==> config.mk <==
export PLATFORM = sky130hd
export DESIGN_NAME = sf_ascii_line_scheduler
export DESIGN_NICKNAME = d
export VERILOG_FILES = /design/src/rtl/sf_ascii_sched_pkg.sv /design/src/rtl/sf_ascii_period_timer.sv /design/src/rtl/sf_ascii_line_scheduler.sv
export SDC_FILE = /design/constraint.sdc
export NUM_CORES = 1
export LEC_CHECK = 0
export CAP_MARGIN = 20
export CORE_AREA = 5 5 311 313
export DETAILED_ROUTE_END_ITERATION = 12
export DIE_AREA = 0 0 316 318
export GPL_TIMING_DRIVEN = 0
export PLACE_DENSITY = 0.61
export SLEW_MARGIN = 20
export SYNTH_ARGS = -nofsm -noshare
export SYNTH_HDL_FRONTEND = slang
export SYNTH_SLANG_ARGS = --single-unit
==> constraint.sdc <==
create_clock -name i_clk_40mhz -period 6.6 [get_ports i_clk_40mhz]
set_input_delay 0.99 -clock i_clk_40mhz [delete_from_list [all_inputs] [get_ports i_clk_40mhz]]
set_output_delay 0.99 -clock i_clk_40mhz [all_outputs]
set_load 0.05 [all_outputs]
==> src/rtl/sf_ascii_sched_pkg.sv <==
// sf_ascii_sched_pkg: shared state encoding and defaults for the ASCII line scheduler
package sf_ascii_sched_pkg;
   typedef enum logic [1:0] {ST_IDLE, ST_LOAD, ST_SEND, ST_DONE} t_sched_state;
   localparam int unsigned c_default_period = 40_000_000;
   localparam int unsigned c_default_chars  = 35;
endpackage

==> src/rtl/sf_ascii_period_timer.sv <==
// sf_ascii_period_timer: free-running 0..parm_period_cycles-1 counter, o_tick on the wrap cycle
module sf_ascii_period_timer import sf_ascii_sched_pkg::*; #(
   parameter int unsigned parm_period_cycles = c_default_period
)(
   input  logic i_clk_40mhz,
   input  logic i_rst_40mhz_n,
   output logic o_tick
);
   logic [31:0] cnt;
   assign o_tick = (cnt == parm_period_cycles - 1);
   // count up, wrapping to zero on the tick cycle
   always_ff @(posedge i_clk_40mhz or negedge i_rst_40mhz_n)
      if (!i_rst_40mhz_n) cnt <= '0;
      else cnt <= o_tick ? '0 : cnt + 32'd1;
endmodule

==> src/rtl/sf_ascii_line_scheduler.sv <==
// sf_ascii_line_scheduler: snapshots terminal/LCD text periodically or on demand and streams the
// terminal line to the UART one char at a time. Optional SF_SCHED_SKIP_DUPLICATE_EN suppresses
// periodic lines whose text matches the last line sent.
module sf_ascii_line_scheduler import sf_ascii_sched_pkg::*; #(
   parameter int unsigned parm_period_cycles = c_default_period,
   parameter int unsigned parm_line_chars    = c_default_chars
)(
   input  logic                         i_clk_40mhz,
   input  logic                         i_rst_40mhz_n,
   input  logic [8*parm_line_chars-1:0] i_term_ascii_line,
   input  logic [127:0]                 i_lcd_ascii_line1,
   input  logic [127:0]                 i_lcd_ascii_line2,
   input  logic                         i_force_send,
   output logic [7:0]                   o_tx_data,
   output logic                         o_tx_valid,
   input  logic                         i_tx_ready,
   output logic [127:0]                 o_lcd_ascii_line1,
   output logic [127:0]                 o_lcd_ascii_line2,
   output logic                         o_lcd_update,
   output logic                         o_line_done,
   output logic                         o_busy
);
   localparam int unsigned     c_iw   = $clog2(parm_line_chars);
   localparam logic [c_iw-1:0] c_last = c_iw'(parm_line_chars - 1);

   t_sched_state                 state, state_n;
   logic                         tick, trig, hs, pending, skip;
   logic [c_iw-1:0]              idx;
   logic [8*parm_line_chars-1:0] snap;

   sf_ascii_period_timer #(.parm_period_cycles(parm_period_cycles)) u_timer (
      .i_clk_40mhz   (i_clk_40mhz),
      .i_rst_40mhz_n (i_rst_40mhz_n),
      .o_tick        (tick)
   );

   assign trig = tick | i_force_send;
   assign hs   = o_tx_valid & i_tx_ready;

`ifdef SF_SCHED_SKIP_DUPLICATE_EN
   logic                         frc;
   logic [8*parm_line_chars-1:0] last_sent;
   // a line is only skipped when no force has been seen since the previous load
   assign skip = (i_term_ascii_line == last_sent) && !frc;
   // remember forced requests until they are loaded, and the last fully sent line
   always_ff @(posedge i_clk_40mhz or negedge i_rst_40mhz_n)
      if (!i_rst_40mhz_n) begin
         frc       <= 1'b0;
         last_sent <= '0;
      end else begin
         frc       <= (state == ST_LOAD) ? i_force_send : (frc | i_force_send);
         last_sent <= (state == ST_DONE) ? snap : last_sent;
      end
`else
   assign skip = 1'b0;
`endif

   // state register
   always_ff @(posedge i_clk_40mhz or negedge i_rst_40mhz_n)
      if (!i_rst_40mhz_n) state <= ST_IDLE;
      else state <= state_n;

   // next state; a pending request left over from a skipped load is honoured from idle too
   always_comb begin
      state_n = state;
      case (state)
         ST_IDLE: state_n = (trig | pending) ? ST_LOAD : ST_IDLE;
         ST_LOAD: state_n = skip ? ST_IDLE : ST_SEND;
         ST_SEND: state_n = (hs && idx == c_last) ? ST_DONE : ST_SEND;
         ST_DONE: state_n = (trig | pending) ? ST_LOAD : ST_IDLE;
         default: state_n = ST_IDLE;
      endcase
   end

   // outputs decoded from state; data comes straight from the frozen snapshot
   always_comb begin
      o_busy       = (state == ST_LOAD) || (state == ST_SEND);
      o_tx_valid   = (state == ST_SEND);
      o_lcd_update = (state == ST_LOAD) && !skip;
      o_line_done  = (state == ST_DONE);
      o_tx_data    = snap[8*(parm_line_chars - 1 - 32'(idx)) +: 8];
   end

   // snapshot capture, char index and one-deep merged request flag
   always_ff @(posedge i_clk_40mhz or negedge i_rst_40mhz_n)
      if (!i_rst_40mhz_n) begin
         pending           <= 1'b0;
         idx               <= '0;
         snap              <= '0;
         o_lcd_ascii_line1 <= '0;
         o_lcd_ascii_line2 <= '0;
      end else begin
         pending <= ((state != ST_IDLE) && trig) | (pending && (state != ST_LOAD));
         if (state == ST_LOAD) begin
            idx  <= '0;
            snap <= i_term_ascii_line;
            if (!skip) begin
               o_lcd_ascii_line1 <= i_lcd_ascii_line1;
               o_lcd_ascii_line2 <= i_lcd_ascii_line2;
            end
         end else if (hs && idx != c_last) idx <= idx + 1'b1;
      end
endmodule
==> results.json <==
{
  "status": "finished clean",
  "synthSimpleGateAreaFrac": 0.0502,
  "relSlewSlack": 0.376,
  "finalWorstSetupSlack_ps": 421,
  "post-route-util": 0.386,
  "peakVddDrop_mv": 0.380,
  "synth_fp_nets": 2187,
  "grt_start_max_net_pins": 101,
  "die_area_mm2": 0.100,
  "synth-warning-count": 0,
  "finalHoldViolCount": 0,
  "vias": 17300,
  "fill_cells": 8906,
  "clkTransAtPathRegs_ps": 60,
  "cts_hold_buf": 0,
  "start_kind": "flip-flop",
  "min_path_type": "in -> async",
  "synth-xor-area-share": 0.0155,
  "antenna_found_initial": 31,
  "grt_pass1_vias": 19500,
  "firstDrtPassIters": 4,
  "synth-edff-count": 0,
  "viasPerCell": 4.49,
  "end_kind": "output pin",
  "wirelength_um": 92400,
  "cts_root_buf": "clkbuf_16",
  "fmax_ghz": 0.162,
  "synth_top_family_by_area": "multiplexers",
  "ios": 808,
  "p_leak_nw": 14.6,
  "ys.flop_type": "dfrtp_1",
  "r2r_end": "o_lcd_ascii_line1[107]$_DFFE_PN0P_",
  "portBuffers": 807,
  "clk_latency_ps": 620,
  "synth_top_cell_area_share": 0.596,
  "yosysSeqAreaShare": 0.596,
  "hpwlAfterDp_um": 73800,
  "crit_fanout": 10,
  "finalSetupViolCount": 0,
  "rsz0062_at_grt": "false",
  "drive_gt1_frac": 0.291,
  "htree_levels": 3,
  "reg2reg_from": "state[1]$_DFF_PN0_",
  "grt-ovfl-total": 0,
  "die_y_um": 318,
  "pre_cts_slack_ps": 323,
  "coreArea_mm2": 0.0940,
  "cts_num_sinks": 577,
  "arrival_ps": 5190,
  "syn_inst": 1640,
  "setup_tns_ps": 0,
  "min_period_over_period": 0.936,
  "cts_tree": "built",
  "rows": 113,
  "reg2regPathDepth": 7,
  "synth-async-reset-ratio": 1.00,
  "powerDensity_mw_per_mm2": 592,
  "r2r_slack_ps": 3280,
  "synthMuxAreaShare": 0.298,
  "synth_top_area_cell": "dfrtp_1",
  "place_congestion": 0.842,
  "cts_buffer_depth": 3,
  "start_util": 0.258,
  "synthesis.area_mm2": 0.0242,
  "tightest_slew_ps": 936,
  "critPathKind": "reg -> out",
  "wire_per_inst_um": 24.0,
  "grt_pass1_wl_um": 134000,
  "final_antenna_net_count": 0,
  "drt_iter0_drc": 829,
  "slew_violations": 0,
  "drc": 0,
  "die_x_um": 316,
  "grt_usage": 0.181,
  "syn2layout_area_growth_pct": 49.9,
  "fin_nets": 3072,
  "fin_total_pwr_w": 0.0215,
  "synth_adder_area_share": 0.00362,
  "drv_cap": 0,
  "crit_required_ps": 5610,
  "synth_cell_types": 50,
  "fin_crit_ps": 6180,
  "synth.area.top_cells": "dfrtp_1, mux2_2, mux4_2",
  "syn_avg_cell_area_um2": 14.8,
  "ys_ff_latch": 577,
  "finalClockSkew_ps": 19.4,
  "numCtsBuffers": 69,
  "synth_compound_area_frac": 0.0159
}
critical path, cell delays in order (launching register included):
cell and delay, ps:
dfrtp_1 370, buf_6 130, buf_6 210, buf_6 250, inv_1 170, ha_1 470
buf_4 330, buf_2 460, nor2_1 300, nand3_1 200, a41oi_1 230, o41ai_1 420
clkdlybuf4s50_1 990
cells by family after synthesis:
| logic type | after synthesis |
|---|---|
| compound gates | 54 |
| xor+xnor | 37 |
| fa+ha+maj | 7 |
| buf+inv | 104 |
| flops | 577 |
| mux | 596 |
| simple gates | 265 |
Yosys cell counts, types with 2 or more instances:
cell type / n
nor3_1: 8
and4_1: 3
a21oi_1: 9
mux2_2: 539
a211oi_1: 7
o41ai_1: 7
buf_4: 6
buf_1: 8
dfrtp_1: 577
o21ai_0: 11
xnor2_1: 15
inv_1: 12
nand4_1: 11
nor2b_1: 2
nor2_1: 26
a32oi_1: 2
and2_1: 10
buf_6: 7
nand3_1: 60
o31ai_1: 3
mux2i_1: 11
nand2_1: 127
buf_2: 29
nor4b_1: 2
and3_1: 6
clkbuf_1: 42
mux4_2: 46
a41oi_1: 7
nor4_1: 3
ha_1: 7
xor2_1: 18
layout make-up:
| cell class | instances | area [µm²] | area share |
|---|---|---|---|
| clock buffers | 103 | 2050 | 0.0563 |
| diodes | 20 | 50.0 | 0.00138 |
| flip-flops and latches | 577 | 14400 | 0.398 |
| clock inverters | 16 | 138 | 0.00379 |
| plain buffers | 92 | 458 | 0.0126 |
| well taps | 1265 | 1580 | 0.0436 |
| repair buffers | 814 | 8260 | 0.228 |
| multi-input cells | 959 | 9290 | 0.256 |
| inverters | 12 | 45.0 | 0.00124 |
per-layer routing:
| metal | vias up | part of all wire | track usage |
|---|---|---|---|
| met3 | 119 | 0.074 | 0.0552 |
| met2 | 592 | 0.51 | 0.313 |
| met5 | - | 0.00096 | 0 |
| met1 | 8905 | 0.39 | 0.217 |
| met4 | 14 | 0.022 | 0.0523 |
| li1 | 7674 | - | - |
flip-flops by register name, summed over array words and instances, names as in the netlist:
register           flops
idx                    6
u_timer.cnt           32
o_lcd_ascii_line1    128
state                  2
snap                 280
o_lcd_ascii_line2    128
pending                1
layout by cell type, fill, tap and decap left out, types with 12 or more instances in the layout:
master | synthesis | final
inv_1 | 12 | 12
dfrtp_1 | 577 | 577
clkbuf_16 | 0 | 70
nand3_1 | 60 | 60
clkbuf_8 | 0 | 17
clkdlybuf4s50_1 | 0 | 804
nor2_1 | 26 | 25
mux4_2 | 46 | 46
mux2_2 | 539 | 539
buf_2 | 29 | 29
nand2_1 | 127 | 127
diode_2 | 0 | 20
xnor2_1 | 15 | 15
clkbuf_1 | 42 | 57
xor2_1 | 18 | 18
what timing repair did:
item | 4_1_cts | 5_1_grt
setup endpoints to repair | 7 | 1
buffers inserted | 0 | 0
pin swaps | 0 | 0
gates resized for setup | 3 | 1
worst max-delay path by stage:
stage          cells past startpoint               start  slack, ps                   end
2_1_floorplan                     12  idx[0]$_DFFE_PN0P_       1960          o_tx_data[0]
3_3_place_gp                       1       i_rst_40mhz_n     -20950  snap[21]$_DFFE_PN0P_
3_5_place_dp                      13  idx[0]$_DFFE_PN0P_        320          o_tx_data[3]
4_1_cts                           12  idx[0]$_DFFE_PN0P_        100          o_tx_data[0]
5_1_grt                           12  idx[0]$_DFFE_PN0P_          5          o_tx_data[0]
6_report                          12  idx[0]$_DFFE_PN0P_        420          o_tx_data[0]
power breakdown:
group	internal [W]	leakage (nW)	switching, W
Clock	0.00218	1.08	0.00151
Combinational	0.00469	6.70	0.00689
Sequential	0.00529	6.79	0.000938
stage by stage:
stage	hold WS, ps	area [µm²]	instances
floorplan	443	24200	1640
global placement	465	33900	3712
detailed placement	464	34100	3719
CTS	224	36300	3838
global route	261	36300	3847
finish	276	36300	3858
(Power assumes the default switching activity.)
